[src/rtl/tx_serial_n_pkg.sv]
// Shared definitions for the serial link: FSM state encoding, parity modes and a width helper.
package tx_serial_n_pkg;

    // 3-bit state encoding, shared with the matching receiver
    typedef enum logic [2:0] {
        StOcioso   = 3'd0,
        StInicio   = 3'd1,
        StDados    = 3'd2,
        StParidade = 3'd3,
        StParada   = 3'd4
    } estado_e;

    // Parity modes
    localparam int unsigned ParidadeNenhuma = 0;
    localparam int unsigned ParidadePar     = 1;

    // Counter width for a modulo-v count, never narrower than one bit
    function automatic int unsigned largura_min1(input int unsigned v);
        return (v <= 1) ? 1 : $clog2(v);
    endfunction

endpackage

[src/rtl/tx_serial_n_contador_m.sv]
// Modulo-M counter with enable, synchronous clear and end-of-count flag.
module contador_m
    import tx_serial_n_pkg::*;
#(
    parameter int unsigned M = 16
) (
    input  logic clk_i,
    input  logic rst_ni,
    input  logic en_i,
    input  logic clr_i,
    output logic fim_o
);

    localparam int unsigned W = largura_min1(M);

    logic [W-1:0] cnt_q, cnt_d;

    assign fim_o = (cnt_q == W'(M - 1));

    // Next count: clear wins, otherwise advance and wrap at M-1
    always_comb begin
        cnt_d = cnt_q;
        if (clr_i) begin
            cnt_d = '0;
        end else if (en_i) begin
            cnt_d = fim_o ? '0 : cnt_q + 1'b1;
        end
    end

    // Count register
    always_ff @(posedge clk_i or negedge rst_ni) begin
        if (!rst_ni) begin
            cnt_q <= '0;
        end else begin
            cnt_q <= cnt_d;
        end
    end

endmodule

[src/rtl/tx_serial_n.sv]
// Serial transmitter: start bit, N data bits LSB-first, optional even parity, stop bit.
module tx_serial_n
    import tx_serial_n_pkg::*;
#(
    parameter int unsigned N             = 8,
    parameter int unsigned TICKS_POR_BIT = 16,
    parameter int unsigned PARIDADE      = ParidadeNenhuma
) (
    input  logic         clock,
    input  logic         clear_n,
    input  logic         envia,
    input  logic [N-1:0] dados,
    output logic         saida_serial,
    output logic         ocupado,
    output logic         pronto
);

    localparam int unsigned BitW = largura_min1(N + 1);

    estado_e          estado_q, estado_d;
    logic [N-1:0]     shift_q, shift_d;
    logic             par_q, par_d;
    logic [BitW-1:0]  bit_q, bit_d;
    logic             saida_q, saida_d;
    logic             ocupado_q, ocupado_d;
    logic             pronto_q, pronto_d;
    logic             tick_fim;
    logic             tick_clr;

    // Tick counter only runs while a frame is in progress
    assign tick_clr = (estado_q == StOcioso);

    contador_m #(
        .M (TICKS_POR_BIT)
    ) u_contador_tick (
        .clk_i  (clock),
        .rst_ni (clear_n),
        .en_i   (!tick_clr),
        .clr_i  (tick_clr),
        .fim_o  (tick_fim)
    );

    // State and datapath registers
    always_ff @(posedge clock or negedge clear_n) begin
        if (!clear_n) begin
            estado_q <= StOcioso;
            shift_q  <= '0;
            par_q    <= 1'b0;
            bit_q    <= '0;
        end else begin
            estado_q <= estado_d;
            shift_q  <= shift_d;
            par_q    <= par_d;
            bit_q    <= bit_d;
        end
    end

    // Next-state: frame sequencing, word latch and LSB-first shifting
    always_comb begin
        estado_d = estado_q;
        shift_d  = shift_q;
        par_d    = par_q;
        bit_d    = bit_q;
        case (estado_q)
            StOcioso: begin
                if (envia) begin
                    estado_d = StInicio;
                    shift_d  = dados;
                    par_d    = ^dados;
                end
            end
            StInicio: begin
                if (tick_fim) estado_d = StDados;
            end
            StDados: begin
                if (tick_fim) begin
                    shift_d = shift_q >> 1;
                    if (bit_q == BitW'(N - 1)) begin
                        bit_d    = '0;
                        estado_d = (PARIDADE == ParidadePar) ? StParidade : StParada;
                    end else begin
                        bit_d = bit_q + 1'b1;
                    end
                end
            end
            StParidade: begin
                if (tick_fim) estado_d = StParada;
            end
            StParada: begin
                if (tick_fim) estado_d = StOcioso;
            end
            default: estado_d = StOcioso;
        endcase
    end

    // Output decode from next-state values so every output leaves a flop
    always_comb begin
        pronto_d  = (estado_q == StParada) && tick_fim;
        ocupado_d = (estado_d != StOcioso);
        saida_d   = 1'b1;
        case (estado_d)
            StInicio:   saida_d = 1'b0;
            StDados:    saida_d = shift_d[0];
            StParidade: saida_d = par_d;
            default:    saida_d = 1'b1;
        endcase
    end

    // Output registers; reset drives the line idle-high immediately
    always_ff @(posedge clock or negedge clear_n) begin
        if (!clear_n) begin
            saida_q   <= 1'b1;
            ocupado_q <= 1'b0;
            pronto_q  <= 1'b0;
        end else begin
            saida_q   <= saida_d;
            ocupado_q <= ocupado_d;
            pronto_q  <= pronto_d;
        end
    end

    assign saida_serial = saida_q;
    assign ocupado      = ocupado_q;
    assign pronto       = pronto_q;

endmodule

[config.mk]
export PLATFORM = sky130hd
export DESIGN_NAME = tx_serial_n
export DESIGN_NICKNAME = d
export VERILOG_FILES = /design/src/rtl/tx_serial_n_pkg.sv /design/src/rtl/tx_serial_n_contador_m.sv /design/src/rtl/tx_serial_n.sv
export SDC_FILE = /design/constraint.sdc
export NUM_CORES = 1
export LEC_CHECK = 0
export ABC_AREA = 1
export CAP_MARGIN = 30
export CORE_ASPECT_RATIO = 1.5
export CORE_MARGIN = 3
export CORE_UTILIZATION = 55
export DETAILED_ROUTE_END_ITERATION = 6
export GPL_TIMING_DRIVEN = 0
export PLACE_DENSITY_LB_ADDON = 0.15
export SETUP_SLACK_MARGIN = 0.5
export SLEW_MARGIN = 10
export SYNTH_ARGS = -nofsm -noshare
export SYNTH_HDL_FRONTEND = slang
export SYNTH_SLANG_ARGS = --single-unit
[constraint.sdc]
create_clock -name clock -period 2 [get_ports clock]
set_clock_uncertainty 0.1 [all_clocks]
set_input_delay 0.6 -clock clock [delete_from_list [all_inputs] [get_ports clock]]
set_output_delay 0.6 -clock clock [all_outputs]
set_load 0.01 [all_outputs]
==> flow_metrics.env <==
export IMPL_status="complete, no violations"
export IMPL_area_delta_synth_final_pct=28.0
export IMPL_critPathKind="register to output port"
export IMPL_slowest_stage="dfstp_2"
export IMPL_layout_commonest_cell="nand2_1"
export IMPL_grt_overflow=0
export IMPL_layout_min_cycle_time_ns=1.65
export IMPL_synth_top_area_frac=0.427
export IMPL_clk_latency_ns=0.31
export IMPL_synthesis_instances=160
export IMPL_tns_ns=0
export IMPL_final_layout_size_suffix_gt1_frac=0.313
export IMPL_cts_max_level=1
export IMPL_initial_core_util=0.606
export IMPL_seqPwrFrac=0.611
export IMPL_dr_pass1_iters=4
export IMPL_finalCoreUtilization=0.775
export IMPL_slew_viol_final=0
export IMPL_cts_buffer_depth=2
export IMPL_yosysTopAreaCell="dfrtp_1"
export IMPL_netlist_area_um2=1290
export IMPL_synth_nets=173
export IMPL_n_fill_cell=150
export IMPL_critPathCaptureType="output port"
export IMPL_setup_violations=0
export IMPL_multi_input_area_um2=673
export IMPL_place_gp_congestion=0.824
export IMPL_die_x_um=45.5
export IMPL_grt_pass1_wl_mm=4.72
export IMPL_crit_arrival_ns=0.95
export IMPL_wl_per_cell_um=13.6
export IMPL_crit_chain="buf_6"
export IMPL_die_h_um=65.3
export IMPL_power_mw=0.781
export IMPL_final_cell_mix="nand2_1 (51), dfrtp_1 (20), inv_1 (18), buf_4 (12), nand2_2 (8)"
export IMPL_drc=0
export IMPL_core_area_um2=2130
export IMPL_maxCapViolCount=0
export IMPL_comb_power_share=0.118
export IMPL_worstPathMaxFanout=1
export IMPL_final_nets=206
export IMPL_ys_ff_latch=23
export IMPL_peakVddDrop_uv=301
export IMPL_grt_usage=0.212
export IMPL_clockPowerShare=0.271
export IMPL_synth_area_per_cell_um2=8.05
export IMPL_fmax_mhz=605
export IMPL_worst_path_buf_inv=1
export IMPL_cpLargestDelayFamily="flip-flops"
export IMPL_clk_pin_slew_ns=0.12
export IMPL_hold_violations=0
export IMPL_p_leak_nw=0.876
export IMPL_critPathRequiredTime_ns=1.30
export IMPL_grt_pass1_vias=1151
export IMPL_worstSetupStartpointType="register"
export IMPL_cts_hold_buf=0
export IMPL_p_sw_mw=0.195
export IMPL_yosys_warnings=0
export IMPL_diodes=0
export IMPL_area_sequential_um2=579
export IMPL_synth_area_leaders="dfrtp_1 (43%), nand2_1 (17%), inv_1 (6.4%)"
export IMPL_dieArea_um2=2970
export IMPL_synth_distinct_cells=32
export IMPL_fin_crit_sh=0.827
export IMPL_place_hpwl_mm=2.02
export IMPL_drtIter0Drc=39
export IMPL_port_buffers=13
export IMPL_antenna_found_initial=0
export IMPL_rows=20
export IMPL_slowest_delay_ns=0.55
export IMPL_num_io_pins=14
export IMPL_vias=1139
export IMPL_vias_per_cell=5.32
export IMPL_powerDensity_nw_per_um2=474
export IMPL_root_buffer="clkbuf_4"
export IMPL_wl_mm=2.90
export IMPL_p_sw_frac=0.250
export IMPL_clock_sinks=23
export IMPL_ys_seq_area_frac=0.448
export IMPL_numCtsBuffers=3
export IMPL_intPower_mw=0.586
export IMPL_cts_tree="done"
export IMPL_rsz0062_at_grt="true"
export IMPL_grt_max_degree=14
export IMPL_ant_nets=0
export IMPL_maxSlewHeadroom=0.611
export IMPL_worstMarginPinSlew_ns=0.581
export IMPL_hold_class="register to register"
[cell usage after synthesis, drive strengths merged]
cell	number
a31oi	1
xor2	1
buf	1
inv	26
or2	2
dfstp	1
nand3b	1
ha	2
o221ai	2
nor4	1
a22oi	4
nand4	1
clkinv	1
nand2	60
a21oi	1
a21boi	1
dfrtp	22
o21ai	7
nor3	1
xnor2	2
nor2	12
nand3	10
[power by group through the flow]
stage          registers [mW]  logic, mW  clock network [mW]
3_5_place_dp            0.486     0.0904                   0
6_report                0.478     0.0920               0.211
5_1_grt                 0.479      0.105               0.231
2_1_floorplan           0.486     0.0403                   0
4_1_cts                 0.478     0.0857               0.215
3_3_place_gp            0.486     0.0815                   0
[registers in the layout, summed over array words and instances, names as in the netlist]
name and count:
estado_q 3, saida_serial 1, shift_q 8, bit_q 4
pronto 1, par_q 1, ocupado 1, u_contador_tick.cnt_q 4
[path summary, 6_finish.rpt]
check                           slack, ns            to  cells past startpoint                     start
min in group asynchronous            0.54    shift_q[7]                      1                   clear_n
worst max-delay path                 0.35  saida_serial                      1              saida_serial
worst min register to register       0.39    shift_q[5]                      2                shift_q[5]
worst min-delay path                 0.39    shift_q[5]                      2                shift_q[5]
worst max register to register       0.45       ocupado                      7  u_contador_tick.cnt_q[0]
max in group asynchronous            0.69  saida_serial                      2                   clear_n
[cells by family after synthesis]
logic type                 count (synthesis)  share of synthesized area
and+or+nand+nor                           88                      0.340
DFF                                       23                      0.448
AOI/OAI and AO/OA                         16                     0.0845
xor gates and xnor gates                   3                     0.0204
buffers and inverters                     28                     0.0883
adders and majority gates                  2                     0.0194
[stage by stage]
| step | instance area [µm²] | setup WS (ns) | instances | hold WS (ns) |
|---|---|---|---|---|
| 3_5_place_dp | 1460 | 0.00323 | 196 | 0.367 |
| 3_3_place_gp | 1450 | 0.0146 | 195 | 0.356 |
| 6_report | 1650 | 0.346 | 214 | 0.395 |
| 2_1_floorplan | 1290 | 0.502 | 160 | 0.204 |
| 5_1_grt | 1650 | 0.308 | 214 | 0.417 |
| 4_1_cts | 1550 | 0.337 | 208 | 0.396 |
[layout make-up]
type	instances	share of cell area
clock buffers	3	0.0137
plain buffers	1	0.00683
inverters	27	0.0637
repair buffers	27	0.137
clock inverters	1	0.00303
well taps	22	0.0167
multi-input cells	110	0.408
flip-flops and latches	23	0.351
[repair_timing]
action | CTS | global route
setup buffers | 7 | 5
setup endpoints to repair | 14 | 9
resized for setup | 29 | 20
pin swaps | 6 | 9
gates cloned | 1 | 1
[metal layers]
layer / wire length [µm] / vias up / track usage
li1: - / 568 / -
met1: 1100 / 537 / 0.227
met2: 1650 / 30 / 0.385
met3: 110 / 4 / 0.0274
met4: 40 / 0 / 0.103
met5: 0 / - / 0
(Power assumes the default switching activity.)
